===== src/rtl/mem_bus_arbiter.sv =====
// Shares one memory port between the fetch requester and the data requester.
// Only one transaction is outstanding at a time. When both sides request, data
// normally wins. After a data completion, a waiting fetch is granted first, so
// fetch cannot be starved. Completion pulses and read data are combinational in
// the cycle the memory responds. Read data is also captured per side and held
// until that side completes again.
module mem_bus_arbiter #(
  parameter int ADDR_W = 32,
  parameter int DATA_W = 32
) (
  input  logic                clk,
  input  logic                rst,
  // fetch side
  input  logic                inst_req,
  input  logic [ADDR_W-1:0]   inst_addr,
  output logic                inst_done,
  output logic [DATA_W-1:0]   inst_rdata,
  // data side
  input  logic                data_req,
  input  logic                data_wr,
  input  logic [DATA_W/8-1:0] data_wen,
  input  logic [ADDR_W-1:0]   data_addr,
  input  logic [DATA_W-1:0]   data_wdata,
  output logic                data_done,
  output logic [DATA_W-1:0]   data_rdata,
  // memory side
  output logic                mem_req,
  output logic                mem_wr,
  output logic [DATA_W/8-1:0] mem_wen,
  output logic [ADDR_W-1:0]   mem_addr,
  output logic [DATA_W-1:0]   mem_wdata,
  input  logic                mem_addr_ok,
  input  logic                mem_data_ok,
  input  logic [DATA_W-1:0]   mem_rdata,
  output logic                busy
);

  localparam int BE_W = DATA_W / 8;

  typedef enum logic [2:0] {
    IDLE   = 3'd0,
    D_ADDR = 3'd1,
    D_WAIT = 3'd2,
    I_ADDR = 3'd3,
    I_WAIT = 3'd4
  } arbStateT;

  arbStateT          stateR;
  arbStateT          nextStateS;
  logic              lastWasDataR;
  logic              grantDataS;
  logic              grantInstS;
  logic              instDoneS;
  logic              dataDoneS;
  logic [DATA_W-1:0] instRdataR;
  logic [DATA_W-1:0] dataRdataR;

  // Grant decision and transaction progress; grants are only taken in IDLE.
  always_comb begin
    nextStateS = stateR;
    grantDataS = 1'b0;
    grantInstS = 1'b0;
    instDoneS  = 1'b0;
    dataDoneS  = 1'b0;
    case (stateR)
      IDLE: begin
        // A pending fetch beats data only right after a data completion.
        if (data_req && !(inst_req && lastWasDataR)) begin
          grantDataS = 1'b1;
          nextStateS = D_ADDR;
        end else if (inst_req) begin
          grantInstS = 1'b1;
          nextStateS = I_ADDR;
        end else begin
          nextStateS = IDLE;
        end
      end
      D_ADDR: begin
        if (mem_addr_ok) begin
          if (mem_data_ok) begin
            dataDoneS  = 1'b1;
            nextStateS = IDLE;
          end else begin
            nextStateS = D_WAIT;
          end
        end else begin
          nextStateS = D_ADDR;
        end
      end
      D_WAIT: begin
        if (mem_data_ok) begin
          dataDoneS  = 1'b1;
          nextStateS = IDLE;
        end else begin
          nextStateS = D_WAIT;
        end
      end
      I_ADDR: begin
        if (mem_addr_ok) begin
          if (mem_data_ok) begin
            instDoneS  = 1'b1;
            nextStateS = IDLE;
          end else begin
            nextStateS = I_WAIT;
          end
        end else begin
          nextStateS = I_ADDR;
        end
      end
      I_WAIT: begin
        if (mem_data_ok) begin
          instDoneS  = 1'b1;
          nextStateS = IDLE;
        end else begin
          nextStateS = I_WAIT;
        end
      end
      default: begin
        nextStateS = IDLE;
      end
    endcase
  end

  // State register plus record of which side completed last (fairness memory).
  always_ff @(posedge clk or negedge rst) begin
    if (!rst) begin
      stateR       <= IDLE;
      lastWasDataR <= 1'b0;
    end else begin
      stateR <= nextStateS;
      if (dataDoneS) begin
        lastWasDataR <= 1'b1;
      end else if (instDoneS) begin
        lastWasDataR <= 1'b0;
      end else begin
        lastWasDataR <= lastWasDataR;
      end
    end
  end

  // Latch the winner's request on grant; drop mem_req once the address is taken.
  always_ff @(posedge clk or negedge rst) begin
    if (!rst) begin
      mem_req   <= 1'b0;
      mem_wr    <= 1'b0;
      mem_wen   <= {BE_W{1'b0}};
      mem_addr  <= {ADDR_W{1'b0}};
      mem_wdata <= {DATA_W{1'b0}};
    end else if (grantDataS) begin
      mem_req   <= 1'b1;
      mem_wr    <= data_wr;
      mem_wen   <= data_wen;
      mem_addr  <= data_addr;
      mem_wdata <= data_wdata;
    end else if (grantInstS) begin
      mem_req   <= 1'b1;
      mem_wr    <= 1'b0;
      mem_wen   <= {BE_W{1'b0}};
      mem_addr  <= inst_addr;
      mem_wdata <= {DATA_W{1'b0}};
    end else if (mem_req && mem_addr_ok) begin
      mem_req <= 1'b0;
    end else begin
      mem_req <= mem_req;
    end
  end

  // Capture response data per side so it stays visible after the done pulse.
  always_ff @(posedge clk or negedge rst) begin
    if (!rst) begin
      instRdataR <= {DATA_W{1'b0}};
      dataRdataR <= {DATA_W{1'b0}};
    end else begin
      if (instDoneS) begin
        instRdataR <= mem_rdata;
      end else begin
        instRdataR <= instRdataR;
      end
      if (dataDoneS) begin
        dataRdataR <= mem_rdata;
      end else begin
        dataRdataR <= dataRdataR;
      end
    end
  end

  // Done and read data appear in the response cycle itself, without a register stage.
  assign inst_done  = instDoneS;
  assign data_done  = dataDoneS;
  assign inst_rdata = instDoneS ? mem_rdata : instRdataR;
  assign data_rdata = dataDoneS ? mem_rdata : dataRdataR;
  assign busy       = (stateR != IDLE);

  mem_bus_arbiter_checker #(
    .ADDR_W (ADDR_W),
    .DATA_W (DATA_W)
  ) uChecker (
    .clk         (clk),
    .rst         (rst),
    .inst_done   (inst_done),
    .data_done   (data_done),
    .mem_req     (mem_req),
    .mem_addr_ok (mem_addr_ok),
    .mem_wr      (mem_wr),
    .mem_wen     (mem_wen),
    .mem_addr    (mem_addr),
    .mem_wdata   (mem_wdata),
    .busy        (busy)
  );

endmodule

// Structural invariants of the arbiter, kept apart from the datapath.
module mem_bus_arbiter_checker #(
  parameter int ADDR_W = 32,
  parameter int DATA_W = 32
) (
  input logic                clk,
  input logic                rst,
  input logic                inst_done,
  input logic                data_done,
  input logic                mem_req,
  input logic                mem_addr_ok,
  input logic                mem_wr,
  input logic [DATA_W/8-1:0] mem_wen,
  input logic [ADDR_W-1:0]   mem_addr,
  input logic [DATA_W-1:0]   mem_wdata,
  input logic                busy
);

  // Only one transaction is ever in flight, so only one side can complete.
  doneExclusive: assert property (@(posedge clk) disable iff (!rst)
    !(inst_done && data_done));

  // A request is only offered downstream while a transaction is active.
  reqImpliesBusy: assert property (@(posedge clk) disable iff (!rst)
    mem_req |-> busy);

  // Completions only happen from an active state.
  doneImpliesBusy: assert property (@(posedge clk) disable iff (!rst)
    (inst_done || data_done) |-> busy);

  // An offered request stays intact until the memory takes it.
  reqFieldsStable: assert property (@(posedge clk) disable iff (!rst)
    (mem_req && !mem_addr_ok) |=> (mem_req && $stable(mem_addr) && $stable(mem_wr)
                                   && $stable(mem_wen) && $stable(mem_wdata)));

endmodule

===== config.mk =====
export PLATFORM = sky130hd
export DESIGN_NAME = mem_bus_arbiter
export DESIGN_NICKNAME = d
export VERILOG_FILES = /design/src/rtl/mem_bus_arbiter.sv
export SDC_FILE = /design/constraint.sdc
export NUM_CORES = 1
export LEC_CHECK = 0
export ABC_AREA = 1
export CORE_ASPECT_RATIO = 1.4
export CORE_MARGIN = 2
export CORE_UTILIZATION = 45
export DETAILED_ROUTE_END_ITERATION = 16
export GPL_ROUTABILITY_DRIVEN = 0
export PLACE_DENSITY = 0.91
export REMOVE_ABC_BUFFERS = 1
export SLEW_MARGIN = 20
export SYNTH_ARGS = -nofsm -noshare
export SYNTH_HDL_FRONTEND = slang
export SYNTH_HIERARCHICAL = 1
export SYNTH_SLANG_ARGS = --single-unit

===== constraint.sdc =====
create_clock -name clk -period 2.6 [get_ports clk]
set_input_delay 0.39 -clock clk [delete_from_list [all_inputs] [get_ports clk]]
set_output_delay 0.39 -clock clk [all_outputs]
set_load 0.01 [all_outputs]

# Yosys cells after proc, flatten, opt, wreduce, memory -nomap -nowiden
# Index checks and enable logic that the tools add are counted.
dict set report op_classes {
  eq_ne 4
  n_mux 31
  n_reduce_logical 9
}
# operator n
set op_table {}
lappend op_table {{32-bit two-way mux} 6}
lappend op_table {{3-bit case mux with 5 select lines} 1}
lappend op_table {{1-bit two-way mux} 14}
lappend op_table {{3-bit two-way mux} 3}
lappend op_table {{4-bit two-way mux} 2}
lappend op_table {{3-bit by 2-bit equality test with 1-bit output, second input constant} 2}
lappend op_table {{2-bit two-way mux} 3}
lappend op_table {{3-bit nonzero test} 2}
lappend op_table {{1-bit case mux with 2 select lines} 2}
lappend op_table {{2-bit nonzero test} 2}
lappend op_table {{3-bit by 1-bit equality test with 1-bit output, second input constant} 1}
lappend op_table {{3-bit equality test, second input constant} 1}
lappend op_table {{1-bit logical AND} 3}
lappend op_table {{3-bit zero test} 1}
lappend op_table {{1-bit zero test} 1}
dict set report word_totals {
  ff_bits 138
  in_bits 139
  out_inout_bits 137
  word_cells 53
}

# Logic depth before layout (Yosys ltp)
dict set report depth {
  ltp_word 7
  mapped_depth 9
  depth_no_buf 7
}

# Worst setup path after synthesis
# OpenSTA, ideal clock, no wires.
dict set report synth_path {
  path_kind {in2out}
  startpoint {input port mem_data_ok}
  endpoint {output port data_rdata[22]}
  arrival_ns 1.200
  path_slack_ns 1.010
  path_stages 6
  path_buffers 2
  path_cell_list {clkbuf_1 > nand3_2 > clkinv_2 > buf_6 > nand2_1 > nand2_1}
}
dict set report synth_via {
  elab_chain_len 4
}
# element line_no
set synth_lines {}
lappend synth_lines {{start: declaration} 33} ;# input logic mem_data_ok,
lappend synth_lines {{1-bit two-way mux (*)} {80, 91}}
lappend synth_lines {{1-bit two-way mux} 79} ;# if (mem_addr_ok) begin
lappend synth_lines {{1-bit case mux with 2 select lines (*)} 65} ;# case (stateR)
lappend synth_lines {{named net data_done} 24} ;# output logic data_done,
lappend synth_lines {{32-bit two-way mux (*)} -}
lappend synth_lines {{end: declaration} 25} ;# output logic [DATA_W-1:0] data_rdata,
# Mark *: on every way through the listed nets, which the timed path passes. The rest lies on a longest branch.

# Worst setup path in the final report
dict set report layout_path {
  startpoint {input port mem_addr_ok}
  endpoint {output port data_rdata[10]}
}
dict set report layout_via {
  elab_chain_len 3
}
# element line_no
set layout_lines {}
lappend layout_lines {{start: declaration} 32} ;# input logic mem_addr_ok,
lappend layout_lines {{1-bit two-way mux} 79}
lappend layout_lines {{1-bit case mux with 2 select lines} 65}
lappend layout_lines {{32-bit two-way mux} -}
# No other way between the ends.

==> metrics.yaml <==
status:
  run_status: "completed"
critical_path:
  crit_slowest_cell: "sky130_fd_sc_hd__clkdlybuf4s50_1"
  timing.rr.end: "mem_addr[3]"
  crit_path_max_incr_delay_ns: 0.54
  critical_path_buf_inv_count: 5
  worst_endpoint_data_arrival_time_ns: 2.19
  timing.critical_path.to_type: "output port"
  worst_setup_path_startpoint: "mem_addr_ok"
  crit_end: "data_rdata[10]"
  timing.setup.critical_path_class: "in2out"
  critical-path-top-delay-family: "buffers and inverters"
  count_of_cell_instances_traversed_by_the_critical_path: 9
  worst_r2r_path_depth: 8
  critPathMaxFanout: 18
  critical_path.startpoint_type: "input port"
  worst-r2r-setup-slack_ns: 0.96
  crit_required_ns: 2.21
  regToRegStartpoint: "stateR[0]"
  crit_path_cell_trace: "clkdlybuf4s50_1, inv_2, o21ai_2, nand3_2, clkinv_2, buf_12, nand2_1, nand2_1, clkdlybuf4s50_1"
layout:
  finish.instance_area_mm2: 0.00967
  antennaDiodeCount: 0
  nets: 1154
  final_cells: 1209
  layout_overhead_on_the_synthesized_area_pct: 60.6
  post_route_cells_drive_above_1_share_pct: 7.98
  share_of_the_core_filled_with_cells_in_the_final_layout_pct: 73.3
yosys:
  synth.top_cells.by_count: "403 x sky130_fd_sc_hd__nand2_1, 138 x sky130_fd_sc_hd__dfrtp_1, 53 x sky130_fd_sc_hd__nor2_1, 37 x sky130_fd_sc_hd__nand3_1, 36 x sky130_fd_sc_hd__inv_1"
  synth_most_common_cell: "sky130_fd_sc_hd__nand2_1"
  mappedNetlistArea_mm2: 0.00602
  synth_fa_ha_area_share_pct: 0
  count_of_unique_library_cells_instantiated_by_yosys: 22
  post_synthesis_mux_area_share_pct: 0
  ys_seq_area_share_pct: 57.3
  synth.top_cell.area_share_pct: 57.3
  dominantRegCellSynth: "sky130_fd_sc_hd__dfrtp_1"
  post_synthesis_simple_gate_area_fraction_pct: 34.5
  synth.avg_cell_area_um2: 8.14
  synth.area.top_cells: "sky130_fd_sc_hd__dfrtp_1 57%, sky130_fd_sc_hd__nand2_1 25%, sky130_fd_sc_hd__nor2_1 3.3%"
  async_sr_flop_fraction_pct: 100
  synth-compound-area-share_pct: 0.727
  synth-edff-count: 0
  ys.warnings.count: 6
  synth-seq-cells: 138
  synth_top_area_cell: "sky130_fd_sc_hd__dfrtp_1"
  main_combinational_cell_family_by_area_after_synthesis: "simple AND/OR/NAND/NOR gates"
  syn_inst: 740
  synthesized_area_fraction_occupied_by_xor_and_xnor_cells_pct: 0
cts:
  clk_latency_ns: 0.40
  clock_sinks: 138
  cts-htree-levels: 4
  cts.repair_timing.setup_buffer_count: 0
  cts_buffers: 17
  clk_transition_reported_paths_ns: 0.06
  cts_tree: "yes"
  clk_root_buffer_cell: "sky130_fd_sc_hd__clkbuf_16"
  clock_path_buffers: 2
global_route:
  globalRouteOverflowTotal: 0
  pin_count_of_the_biggest_net_entering_global_routing: 70
  grt_pass1_vias: 5774
  wire_length_of_the_first_global_routing_pass_mm: 27.8
  number_of_antenna_violations_at_the_first_check_in_global_routing: 0
  globalRouteTotalUtil_pct: 24.8
floorplanning:
  fp-row-count: 50
  coreArea_mm2: 0.0132
  initial_core_utilization_pct: 45.6
  die-area_mm2: 0.0143
  io_pins: 276
  floorplan.die.height_um: 141
  die_w_um: 102
sta:
  drv_slew: 0
  setup-violations-final: 0
  max_clock_freq_ghz: 0.388
  post-route-period-util_pct: 99.1
  rsz0062_at_grt: "yes"
  hold_viol: 0
  finalCriticalPeriod_ns: 2.58
  slew_headroom_pct: 61.5
  clock-skew-final_ns: 0.00888
  max_slew.worst_pin.slew_ns: 0.577
pwr:
  share_comb_of_total_power_pct: 44.9
  total_leakage_power_uw: 0.00531
  switching_share_pct: 35.0
  pwr-share-clk_pct: 24.0
  power.net_switching_uw: 4010
  power.ir.vdd_worst_mv: 0.772
  share_seq_of_total_power_pct: 31.1
  internal-power_uw: 7460
  fin_total_pwr_uw: 11500
  cellPowerDensity_mw_per_mm2: 1190
detailed_routing:
  routedWlPerCell_um: 15.0
  vias: 5740
  drt-pass1-iter-count: 4
  detail_route.vias_per_cell: 4.75
  route.antenna.remaining_nets: 0
  totalWireLength_mm: 18.2
  drt_iter0_drc: 271
  route.detailed.drc: 0
hold_path:
  tightest_hold_check_type: "in2async"
placed_design:
  place_area_mm2: 0.00897
  numPlacedInstances: 1177
  place.port_buffers: 275
  place_hpwl_mm: 12.6
job:
  maxCapViolCount: 0
-- layout make-up --
class / count / area [um^2]
Multi-Input combinational cell: 522 / 2130
Fill cell: 912 / 3530
Sequential cell: 138 / 3460
Inverter: 43 / 163
Clock buffer: 18 / 429
Clock inverter: 13 / 239
Tap cell: 182 / 228
Timing Repair Buffer: 293 / 3030
-- through the flow --
step	setup TNS (ns)	hold slack, ns	worst slack [ns]
after floorplan	0	0.0944	0.588
after global placement	0	0.207	0.0916
after detailed placement	0	0.210	0.0457
after CTS	0	0.365	0.0102
after global routing	-0.460	0.362	-0.0983
final	0	0.374	0.0239
-- worst min path at each step --
stage                          to  slack [ns]
floorplan           dataRdataR[0]        0.09
global placement     mem_addr[29]        0.21
detailed placement   mem_addr[15]        0.21
CTS                  mem_addr[15]        0.37
global route         mem_addr[11]        0.36
finish               mem_addr[15]        0.37
-- worst register-to-register path, cell delays in order, from the launching register on --
cell and delay (ns):
sky130_fd_sc_hd__dfrtp_2 0.45, sky130_fd_sc_hd__inv_2 0.09, sky130_fd_sc_hd__nand2_2 0.10, sky130_fd_sc_hd__nor2_4 0.14, sky130_fd_sc_hd__nand2_4 0.27, sky130_fd_sc_hd__buf_4 0.31, sky130_fd_sc_hd__nor2_1 0.09, sky130_fd_sc_hd__nand2_1 0.07
sky130_fd_sc_hd__nand2_1 0.06
-- layout by cell type (no fill, tap or decap), types with 2 or more instances in the layout --
master and n:
sky130_fd_sc_hd__nand2_1 403, sky130_fd_sc_hd__clkdlybuf4s50_1 217, sky130_fd_sc_hd__dfrtp_1 135, sky130_fd_sc_hd__nor2_1 53
sky130_fd_sc_hd__nand3_1 37, sky130_fd_sc_hd__inv_1 36, sky130_fd_sc_hd__dlygate4sd2_1 32, sky130_fd_sc_hd__dlymetal6s2s_1 25
sky130_fd_sc_hd__clkbuf_16 17, sky130_fd_sc_hd__nor2_2 11, sky130_fd_sc_hd__buf_12 9, sky130_fd_sc_hd__buf_4 8
sky130_fd_sc_hd__inv_2 6, sky130_fd_sc_hd__bufinv_16 6, sky130_fd_sc_hd__nand2_2 4, sky130_fd_sc_hd__inv_6 4
sky130_fd_sc_hd__nor2_4 3, sky130_fd_sc_hd__dfrtp_2 3, sky130_fd_sc_hd__nand3_2 2, sky130_fd_sc_hd__nand2_4 2
sky130_fd_sc_hd__o31ai_1 2, sky130_fd_sc_hd__clkinvlp_4 2
-- timing repair --
item | CTS | global route
hold buffers | 1 | 0
setup endpoints to repair | 35 | 32
endpoints found under the hold margin | 8 | 0
gates resized for setup | 35 | 25
-- cells by family after synthesis --
family	count (synthesis)
buffers and inverters	80
AND/OR/NAND/NOR	516
flip-flops	138
AO/OA/AOI/OAI	6
-- state kept, by name, indices dropped and copies added, names as in the netlist --
name and cells:
dataRdataR 32, instRdataR 32, mem_addr 32, mem_wdata 32, mem_wen 4, stateR 3, lastWasDataR 1, mem_req 1
mem_wr 1
-- metal layers --
layer | up-vias | part of all wire [%] | track usage, % | routed length, um
met5 | - | 0 | 0 | 0
li1 | 2771 | - | - | -
met2 | 245 | 51 | 44.4 | 9310
met1 | 2686 | 37 | 26.8 | 6800
met3 | 38 | 8.6 | 8.33 | 1560
met4 | 0 | 2.8 | 8.82 | 504
-- power groups by stage --
stage	sequential (uW)	combinational (uW)	clock, uW
2_1_floorplan	3770	2010	0
3_3_place_gp	3540	5270	0
3_5_place_dp	3590	5380	0
4_1_cts	3570	5240	2790
5_1_grt	3660	5610	2880
6_report	3570	5150	2750
Note: power is estimated with default switching activity, not from simulation.
